==> config.mk <==
export PLATFORM = sky130hd
export DESIGN_NAME = iob_split_reg_flat
export DESIGN_NICKNAME = d
export VERILOG_FILES = /design/src/rtl/iob_split_reg_if.sv /design/src/rtl/iob_split_reg.sv /design/src/flat_wrapper.sv
export SDC_FILE = /design/constraint.sdc
export NUM_CORES = 1
export LEC_CHECK = 0
export BUFFER_PORTS_ARGS = -buffer_cell sky130_fd_sc_hd__buf_2
export CORE_AREA = 10 10 152 154
export CTS_BUF_LIST = sky130_fd_sc_hd__clkbuf_4
export DETAILED_ROUTE_END_ITERATION = 12
export DIE_AREA = 0 0 162 164
export SYNTH_ARGS = -nofsm -noshare
export SYNTH_HDL_FRONTEND = slang
export SYNTH_SLANG_ARGS = --single-unit
export TNS_END_PERCENT = 10
==> constraint.sdc <==
create_clock -name clk -period 1.9 [get_ports clk]
set_input_delay 0.38 -clock clk [delete_from_list [all_inputs] [get_ports clk]]
set_output_delay 0.38 -clock clk [all_outputs]
set_load 0.005 [all_outputs]
==> src/rtl/iob_split_reg_if.sv <==
// Native-bus bundle for iob_split_reg: master-side request/response plus the
// per-slave request/response vectors. "slave" is the splitter's view.
interface iob_split_reg_if #(
  parameter int ADDR_W   = 32,
  parameter int DATA_W   = 32,
  parameter int N_SLAVES = 3
);
  logic                           m_valid;
  logic [ADDR_W-1:0]              m_addr;
  logic [DATA_W-1:0]              m_wdata;
  logic [DATA_W/8-1:0]            m_wstrb;
  logic [DATA_W-1:0]              m_rdata;
  logic                           m_ready;
  logic [N_SLAVES-1:0]            s_valid;
  logic [N_SLAVES*ADDR_W-1:0]     s_addr;
  logic [N_SLAVES*DATA_W-1:0]     s_wdata;
  logic [N_SLAVES*DATA_W/8-1:0]   s_wstrb;
  logic [N_SLAVES*DATA_W-1:0]     s_rdata;
  logic [N_SLAVES-1:0]            s_ready;

  modport master (
    output m_valid, m_addr, m_wdata, m_wstrb,
    input  m_rdata, m_ready,
    input  s_valid, s_addr, s_wdata, s_wstrb,
    output s_rdata, s_ready
  );

  modport slave (
    input  m_valid, m_addr, m_wdata, m_wstrb,
    output m_rdata, m_ready,
    output s_valid, s_addr, s_wdata, s_wstrb,
    input  s_rdata, s_ready
  );
endinterface

==> src/rtl/iob_split_reg.sv <==
// Registered native-bus splitter: one outstanding master transaction routed to
// one of N_SLAVES by address bits. Optional REQ timeout via IOB_SPLIT_TIMEOUT_EN.
module iob_split_reg #(
  parameter int                ADDR_W   = 32,
  parameter int                DATA_W   = 32,
  parameter int                N_SLAVES = 3,
  parameter int                P_SLAVES = 31,
  parameter int                SEL_W    = (N_SLAVES > 1) ? $clog2(N_SLAVES) : 1,
  parameter logic [DATA_W-1:0] ERR_DATA = DATA_W'(32'hDEADBEEF),
  parameter int                TIMEOUT  = 1024
) (
  input  logic               clk,
  input  logic               rst,
  iob_split_reg_if.slave     bus,
  output logic               err,
  output logic [SEL_W-1:0]   err_sel
);

  localparam int STRB_W = DATA_W / 8;

  localparam logic [1:0] IDLE = 2'd0;
  localparam logic [1:0] REQ  = 2'd1;
  localparam logic [1:0] RESP = 2'd2;

  localparam logic [SEL_W:0] N_SEL = (SEL_W+1)'(N_SLAVES);

  logic [1:0]        state_q, state_d;
  logic [SEL_W-1:0]  sel_q, sel_d;
  logic [ADDR_W-1:0] addr_q, addr_d;
  logic [DATA_W-1:0] wdata_q, wdata_d;
  logic [STRB_W-1:0] wstrb_q, wstrb_d;
  logic [DATA_W-1:0] rdata_q, rdata_d;
  logic              err_q, err_d;
  logic [SEL_W-1:0]  err_sel_q, err_sel_d;

  logic [SEL_W-1:0]  m_sel;
  logic              sel_mapped;
  logic              sel_ready;
  logic [DATA_W-1:0] sel_rdata;

`ifdef IOB_SPLIT_TIMEOUT_EN
  localparam int CNT_W = $clog2(TIMEOUT) + 1;
  logic [CNT_W-1:0] cnt_q, cnt_d;
`else
  logic unused_timeout;
  assign unused_timeout = ^TIMEOUT;
`endif

  assign m_sel      = bus.m_addr[P_SLAVES -: SEL_W];
  assign sel_mapped = {1'b0, m_sel} < N_SEL;

  // Only the selected slave's ready/rdata are looked at; the rest are ignored.
  always_comb begin
    sel_ready = 1'b0;
    sel_rdata = '0;
    for (int unsigned i = 0; i < N_SLAVES; i++) begin
      if (sel_q == SEL_W'(i)) begin
        sel_ready = bus.s_ready[i];
        sel_rdata = bus.s_rdata[i*DATA_W +: DATA_W];
      end
    end
  end

  always_comb begin
    bus.s_valid = '0;
    if (state_q == REQ) begin
      for (int unsigned i = 0; i < N_SLAVES; i++) begin
        bus.s_valid[i] = (sel_q == SEL_W'(i));
      end
    end
  end

  assign bus.s_addr  = {N_SLAVES{addr_q}};
  assign bus.s_wdata = {N_SLAVES{wdata_q}};
  assign bus.s_wstrb = {N_SLAVES{wstrb_q}};
  assign bus.m_rdata = rdata_q;
  assign bus.m_ready = (state_q == RESP);
  assign err         = err_q;
  assign err_sel     = err_sel_q;

  // err_d defaults low so the error flag lives exactly as long as RESP.
  always_comb begin
    state_d   = state_q;
    sel_d     = sel_q;
    addr_d    = addr_q;
    wdata_d   = wdata_q;
    wstrb_d   = wstrb_q;
    rdata_d   = rdata_q;
    err_d     = 1'b0;
    err_sel_d = err_sel_q;
`ifdef IOB_SPLIT_TIMEOUT_EN
    cnt_d     = cnt_q;
`endif
    case (state_q)
      IDLE: begin
        if (bus.m_valid) begin
          sel_d   = m_sel;
          addr_d  = bus.m_addr;
          wdata_d = bus.m_wdata;
          wstrb_d = bus.m_wstrb;
          if (sel_mapped) begin
            state_d = REQ;
`ifdef IOB_SPLIT_TIMEOUT_EN
            cnt_d   = '0;
`endif
          end else begin
            state_d   = RESP;
            rdata_d   = ERR_DATA;
            err_d     = 1'b1;
            err_sel_d = m_sel;
          end
        end
      end
      REQ: begin
        if (sel_ready) begin
          rdata_d = sel_rdata;
          state_d = RESP;
        end
`ifdef IOB_SPLIT_TIMEOUT_EN
        else if (cnt_q == CNT_W'(TIMEOUT - 1)) begin
          state_d   = RESP;
          rdata_d   = ERR_DATA;
          err_d     = 1'b1;
          err_sel_d = sel_q;
        end else begin
          cnt_d = cnt_q + CNT_W'(1);
        end
`endif
      end
      RESP:    state_d = IDLE;
      default: state_d = IDLE;
    endcase
  end

  always_ff @(posedge clk) begin
    if (!rst) begin
      state_q   <= IDLE;
      sel_q     <= '0;
      addr_q    <= '0;
      wdata_q   <= '0;
      wstrb_q   <= '0;
      rdata_q   <= '0;
      err_q     <= 1'b0;
      err_sel_q <= '0;
`ifdef IOB_SPLIT_TIMEOUT_EN
      cnt_q     <= '0;
`endif
    end else begin
      state_q   <= state_d;
      sel_q     <= sel_d;
      addr_q    <= addr_d;
      wdata_q   <= wdata_d;
      wstrb_q   <= wstrb_d;
      rdata_q   <= rdata_d;
      err_q     <= err_d;
      err_sel_q <= err_sel_d;
`ifdef IOB_SPLIT_TIMEOUT_EN
      cnt_q     <= cnt_d;
`endif
    end
  end

endmodule
==> src/flat_wrapper.sv <==
// flat-port wrapper written by rule: the top's interface ports become plain ports
module iob_split_reg_flat 
#(
  parameter int                ADDR_W   = 32,
  parameter int                DATA_W   = 32,
  parameter int                N_SLAVES = 3,
  parameter int                P_SLAVES = 31,
  parameter int                SEL_W    = (N_SLAVES > 1) ? $clog2(N_SLAVES) : 1,
  parameter logic [DATA_W-1:0] ERR_DATA = DATA_W'(32'hDEADBEEF),
  parameter int                TIMEOUT  = 1024
)
  (clk, rst, err, err_sel, bus_m_valid, bus_m_addr, bus_m_wdata, bus_m_wstrb, bus_m_rdata, bus_m_ready, bus_s_valid, bus_s_addr, bus_s_wdata, bus_s_wstrb, bus_s_rdata, bus_s_ready);
  iob_split_reg_if #(.ADDR_W(ADDR_W), .DATA_W(DATA_W), .N_SLAVES(N_SLAVES)) bus_i ();
  input  logic clk;
  input  logic rst;
  output logic err;
  output logic [SEL_W-1:0] err_sel;
  input wire logic [$bits(bus_i.m_valid)-1:0] bus_m_valid;
  input wire logic [$bits(bus_i.m_addr)-1:0] bus_m_addr;
  input wire logic [$bits(bus_i.m_wdata)-1:0] bus_m_wdata;
  input wire logic [$bits(bus_i.m_wstrb)-1:0] bus_m_wstrb;
  output wire logic [$bits(bus_i.m_rdata)-1:0] bus_m_rdata;
  output wire logic [$bits(bus_i.m_ready)-1:0] bus_m_ready;
  output wire logic [$bits(bus_i.s_valid)-1:0] bus_s_valid;
  output wire logic [$bits(bus_i.s_addr)-1:0] bus_s_addr;
  output wire logic [$bits(bus_i.s_wdata)-1:0] bus_s_wdata;
  output wire logic [$bits(bus_i.s_wstrb)-1:0] bus_s_wstrb;
  input wire logic [$bits(bus_i.s_rdata)-1:0] bus_s_rdata;
  input wire logic [$bits(bus_i.s_ready)-1:0] bus_s_ready;
  assign bus_i.m_valid = bus_m_valid;
  assign bus_i.m_addr = bus_m_addr;
  assign bus_i.m_wdata = bus_m_wdata;
  assign bus_i.m_wstrb = bus_m_wstrb;
  assign bus_m_rdata = bus_i.m_rdata;
  assign bus_m_ready = bus_i.m_ready;
  assign bus_s_valid = bus_i.s_valid;
  assign bus_s_addr = bus_i.s_addr;
  assign bus_s_wdata = bus_i.s_wdata;
  assign bus_s_wstrb = bus_i.s_wstrb;
  assign bus_i.s_rdata = bus_s_rdata;
  assign bus_i.s_ready = bus_s_ready;
  iob_split_reg #(.ADDR_W(ADDR_W), .DATA_W(DATA_W), .N_SLAVES(N_SLAVES), .P_SLAVES(P_SLAVES), .SEL_W(SEL_W), .ERR_DATA(ERR_DATA), .TIMEOUT(TIMEOUT)) u_core (.clk(clk), .rst(rst), .bus(bus_i), .err(err), .err_sel(err_sel));
endmodule
==> metrics.md <==
| Metric | Value |
|---|---|
| Number of buffers added to fix hold violations after cts | `0` |
| Share of the core filled with cells | `0.344` |
| Unrepaired setup endpoints after global routing | `yes` |
| Vias after detailed routing | `5094` |
| Area taken by flip-flops and latches | `2110 µm²` |
| Clk sinks | `105` |
| Share of flip-flops with an asynchronous set or reset | `0` |
| Leak Pwr | `around 3.6 nW` |
| Required time of the worst setup path | `1.52 ns` |
| WL final | `20.0 mm` |
| Quantity of I/O buffers inserted on ports | `a little over 400` |
| Register clock-pin slew on the reported worst setup and hold paths | `0.18 ns` |
| Power per unit of standard cell area | `737 nW/µm²` |
| Std-Cell Core Area | `20000 µm²` |
| Arrival time at the worst endpoint | `1.44 ns` |
| EDFF count, synth | `0` |
| Average wire per cell in the routed design | `between 15 and 20 µm` |
| Post-place instance area | `6680 µm²` |
| Post-synthesis cell type count | `28` |
| Detailed-route DRC error count | `0` |
| I/O pin count | `413` |
| Worst reg2reg path depth | `7` |
| Overflow left after global routing | `0` |
| Post-Route Skew | `0.0245 ns` |
| Clock tree from TritonCTS | `built` |
| Number of H-tree levels | `3` |
| Commonest register cell after synthesis | `sky130_fd_sc_hd__dfxtp_1` |
| Number of global-route vias before repair | `about 5.1k` |
| Buffers from clock root to sink, at most | `2` |
| Critical path start-end classification | `reg2out` |
| Synthesis warning total | `0` |
| Insertion delay to the later sink of the worst-skew pair | `0.47 ns` |
| Detailed router's first-iteration violation count | `249` |
| Crit end category | `primary output` |
| CTS Root Buffer Type | `sky130_fd_sc_hd__clkbuf_4` |
| Share of the yosys chip area belonging to registers | `0.395` |
| Worst-margin pin slew | `0.413 ns` |
| Final setup slack of the worst path | `between 0.07 and 0.08 ns` |
| Timing endpoint of the critical path | `bus_s_valid[0]` |
| CTS Buf Count | `9` |
| Path type of the worst min-delay path | `in2reg` |
| Height of the die | `approximately 160 µm` |
| Cell area after layout | `6900 µm²` |
| Final Net Count | `roughly 1.1k` |
| P&R area growth vs syn | `29.7%` |
| Status | `finished, final reports clean` |
| Final slew viol count | `0` |
| Global-route wire length before repair | `29.2 mm` |
| First-pass DRT Iterations | `4` |
| Launch point of the worst reg-to-reg path | `u_core.state_q[1]` |
| Min Tclk post-route | `1.82 ns` |
| Number of flip-flops and latches in the synthesized netlist | `~110` |
| Period utilisation layout | `0.959` |
| Share of post-route cells with drive strength above 1 | `0.523` |
| Cells after Synth | `656` |
| Overall fraction of global-route tracks in use | `0.136` |
| FF-to-FF setup slack | `0.09 ns` |
| Starting Density | `0.265` |
| Vias per inst | `between 4 and 5` |
| Area of the multi-input gates | `2020 µm²` |
| Width of the chip | `162 µm` |
| Inserted Diodes | `0` |
| Reg2reg end | `u_core.err_sel[1]` |
| Number of nets still failing antenna checks after routing | `0` |
| Die outline area | `26600 µm²` |
| Final setup violation count | `0` |
| Worst slack after detailed placement | `0.169 ns` |
| Normalized max-slew margin | `0.724` |
| Number of rows in the core area | `52` |
| Max-cap violations | `0` |
| Antenna violations before repair | `1` |
| Cell area after technology mapping | `5320 µm²` |
| Hold wc startpoint | `bus_m_wdata[29]` |
| Worst-case vdd ir drop | `around 0.00032 V` |
| Start point of the critical path | `u_core.state_q[0]` |
| Final count of hold timing violations | `0` |
| DPL Wire Length | `about 16 mm` |
| Average footprint of a synthesized cell | `8.10 µm²` |
| Pin count of the biggest net entering global routing | `73` |
| Worst-path maximum fanout | `3` |
| Gpl congestion | `0.812` |
| Count of fill cells added during filler insertion | `roughly 2.2k` |
| Highest attainable clock frequency | `549 MHz` |
| Post-Syn Nets | `826` |
| Critical path startpoint category | `register` |
power by group:
group | internal [mW] | switching, mW
combinational | 0.616 | 0.636
sequential | 2.37 | 0.144
clock | 0.555 | 0.761
layout make-up:
class,count,area share
Inverter,2,0.00109
Sequential cell,105,0.306
Timing Repair Buffer,429,0.327
Tap cell,270,0.0490
Clock buffer,10,0.0109
Clock inverter,6,0.0131
Multi-Input combinational cell,369,0.293
how the worst min path moves through the flow:
| stage | end | slack (ns) | cells past startpoint |
|---|---|---|---|
| after global placement | u_core.err_sel[1] | 0.46 | 2 |
| after detailed placement | u_core.err_sel[0] | 0.46 | 2 |
| after global routing | u_core.wstrb_q[0] | 0.04 | 3 |
| final | u_core.wdata_q[29] | 0.12 | 3 |
| after floorplan | u_core.bus.m_rdata[14] | 0.46 | 2 |
| after CTS | u_core.addr_q[0] | 0.06 | 3 |
cells by family (layout without fill, tap and decap cells):
group,Yosys count,in the layout,synth area share
DFF,105,105,0.395
buffers and inverters,182,447,0.229
AOI/OAI and AO/OA,137,137,0.164
and+or+nand+nor,199,199,0.150
muxes,33,33,0.0621
registers in the layout, indices dropped and copies added, names as in the netlist:
signal,flops
u_core.state_q,2
u_core.addr_q,32
u_core.wstrb_q,4
u_core.err_sel,2
u_core.wdata_q,32
u_core.err,1
u_core.bus.m_rdata,32
metrics by stage:
stage / instances / TNS, ns / hold slack (ns) / total power, mW
final: 1191 / 0 / 0.115 / 5.08
after global routing: 1191 / -0.0830 / 0.0448 / 5.42
after CTS: 1191 / -0.0145 / 0.0580 / 5.18
after detailed placement: 1171 / 0 / 0.460 / 3.83
after global placement: 1171 / 0 / 0.456 / 3.82
after floorplan: 656 / 0 / 0.464 / 3.34
metal layers:
layer,vias up,GRT usage,wire (µm)
li1,2560,-,-
met1,2254,0.150,7920
met4,2,0.0285,157
met5,-,0,13
met3,12,0.0621,2090
met2,266,0.234,9780
worst max-delay path, stage by stage, from the launching register on:
cell,delay (ns)
sky130_fd_sc_hd__dfxtp_4,0.38
sky130_fd_sc_hd__or3b_4,0.39
sky130_fd_sc_hd__nor2_2,0.08
sky130_fd_sc_hd__buf_2,0.13
what timing repair did:
item / in CTS / in global routing
endpoints found under the setup margin: 3 / 4
endpoints found under the hold margin: 0 / 0
buffers inserted: 4 / 0
pin swaps: 2 / 1
gates resized for setup: 6 / 3
cells in the final DEF (no fill, tap or decap), types with 5 or more instances in the layout:
master and n:
sky130_fd_sc_hd__buf_2 412, sky130_fd_sc_hd__nand2_1 170, sky130_fd_sc_hd__dfxtp_1 101, sky130_fd_sc_hd__a21oi_1 78, sky130_fd_sc_hd__mux2i_1 33, sky130_fd_sc_hd__o21ai_0 25
sky130_fd_sc_hd__o221a_2 24, sky130_fd_sc_hd__nor2_1 13, sky130_fd_sc_hd__buf_4 12, sky130_fd_sc_hd__clkbuf_4 10, sky130_fd_sc_hd__o22ai_1 8, sky130_fd_sc_hd__buf_12 5
synthesized netlist by cell type (2+ instances only):
master                     count  area (µm²)
sky130_fd_sc_hd__or3b_1        2        17.5
sky130_fd_sc_hd__buf_4       139        1040
sky130_fd_sc_hd__dfxtp_1     105        2100
sky130_fd_sc_hd__clkbuf_1     32         120
sky130_fd_sc_hd__nand2_1     170         638
sky130_fd_sc_hd__o221a_2      24         270
sky130_fd_sc_hd__nor2_1       15        56.3
sky130_fd_sc_hd__o22ai_1       8        50.1
sky130_fd_sc_hd__mux2i_1      33         330
sky130_fd_sc_hd__a21oi_1      78         390
sky130_fd_sc_hd__buf_2         8        40.0
sky130_fd_sc_hd__nor2b_1       2        12.5
sky130_fd_sc_hd__o21ai_0      25         125
Note: power is estimated with default switching activity, not from simulation.
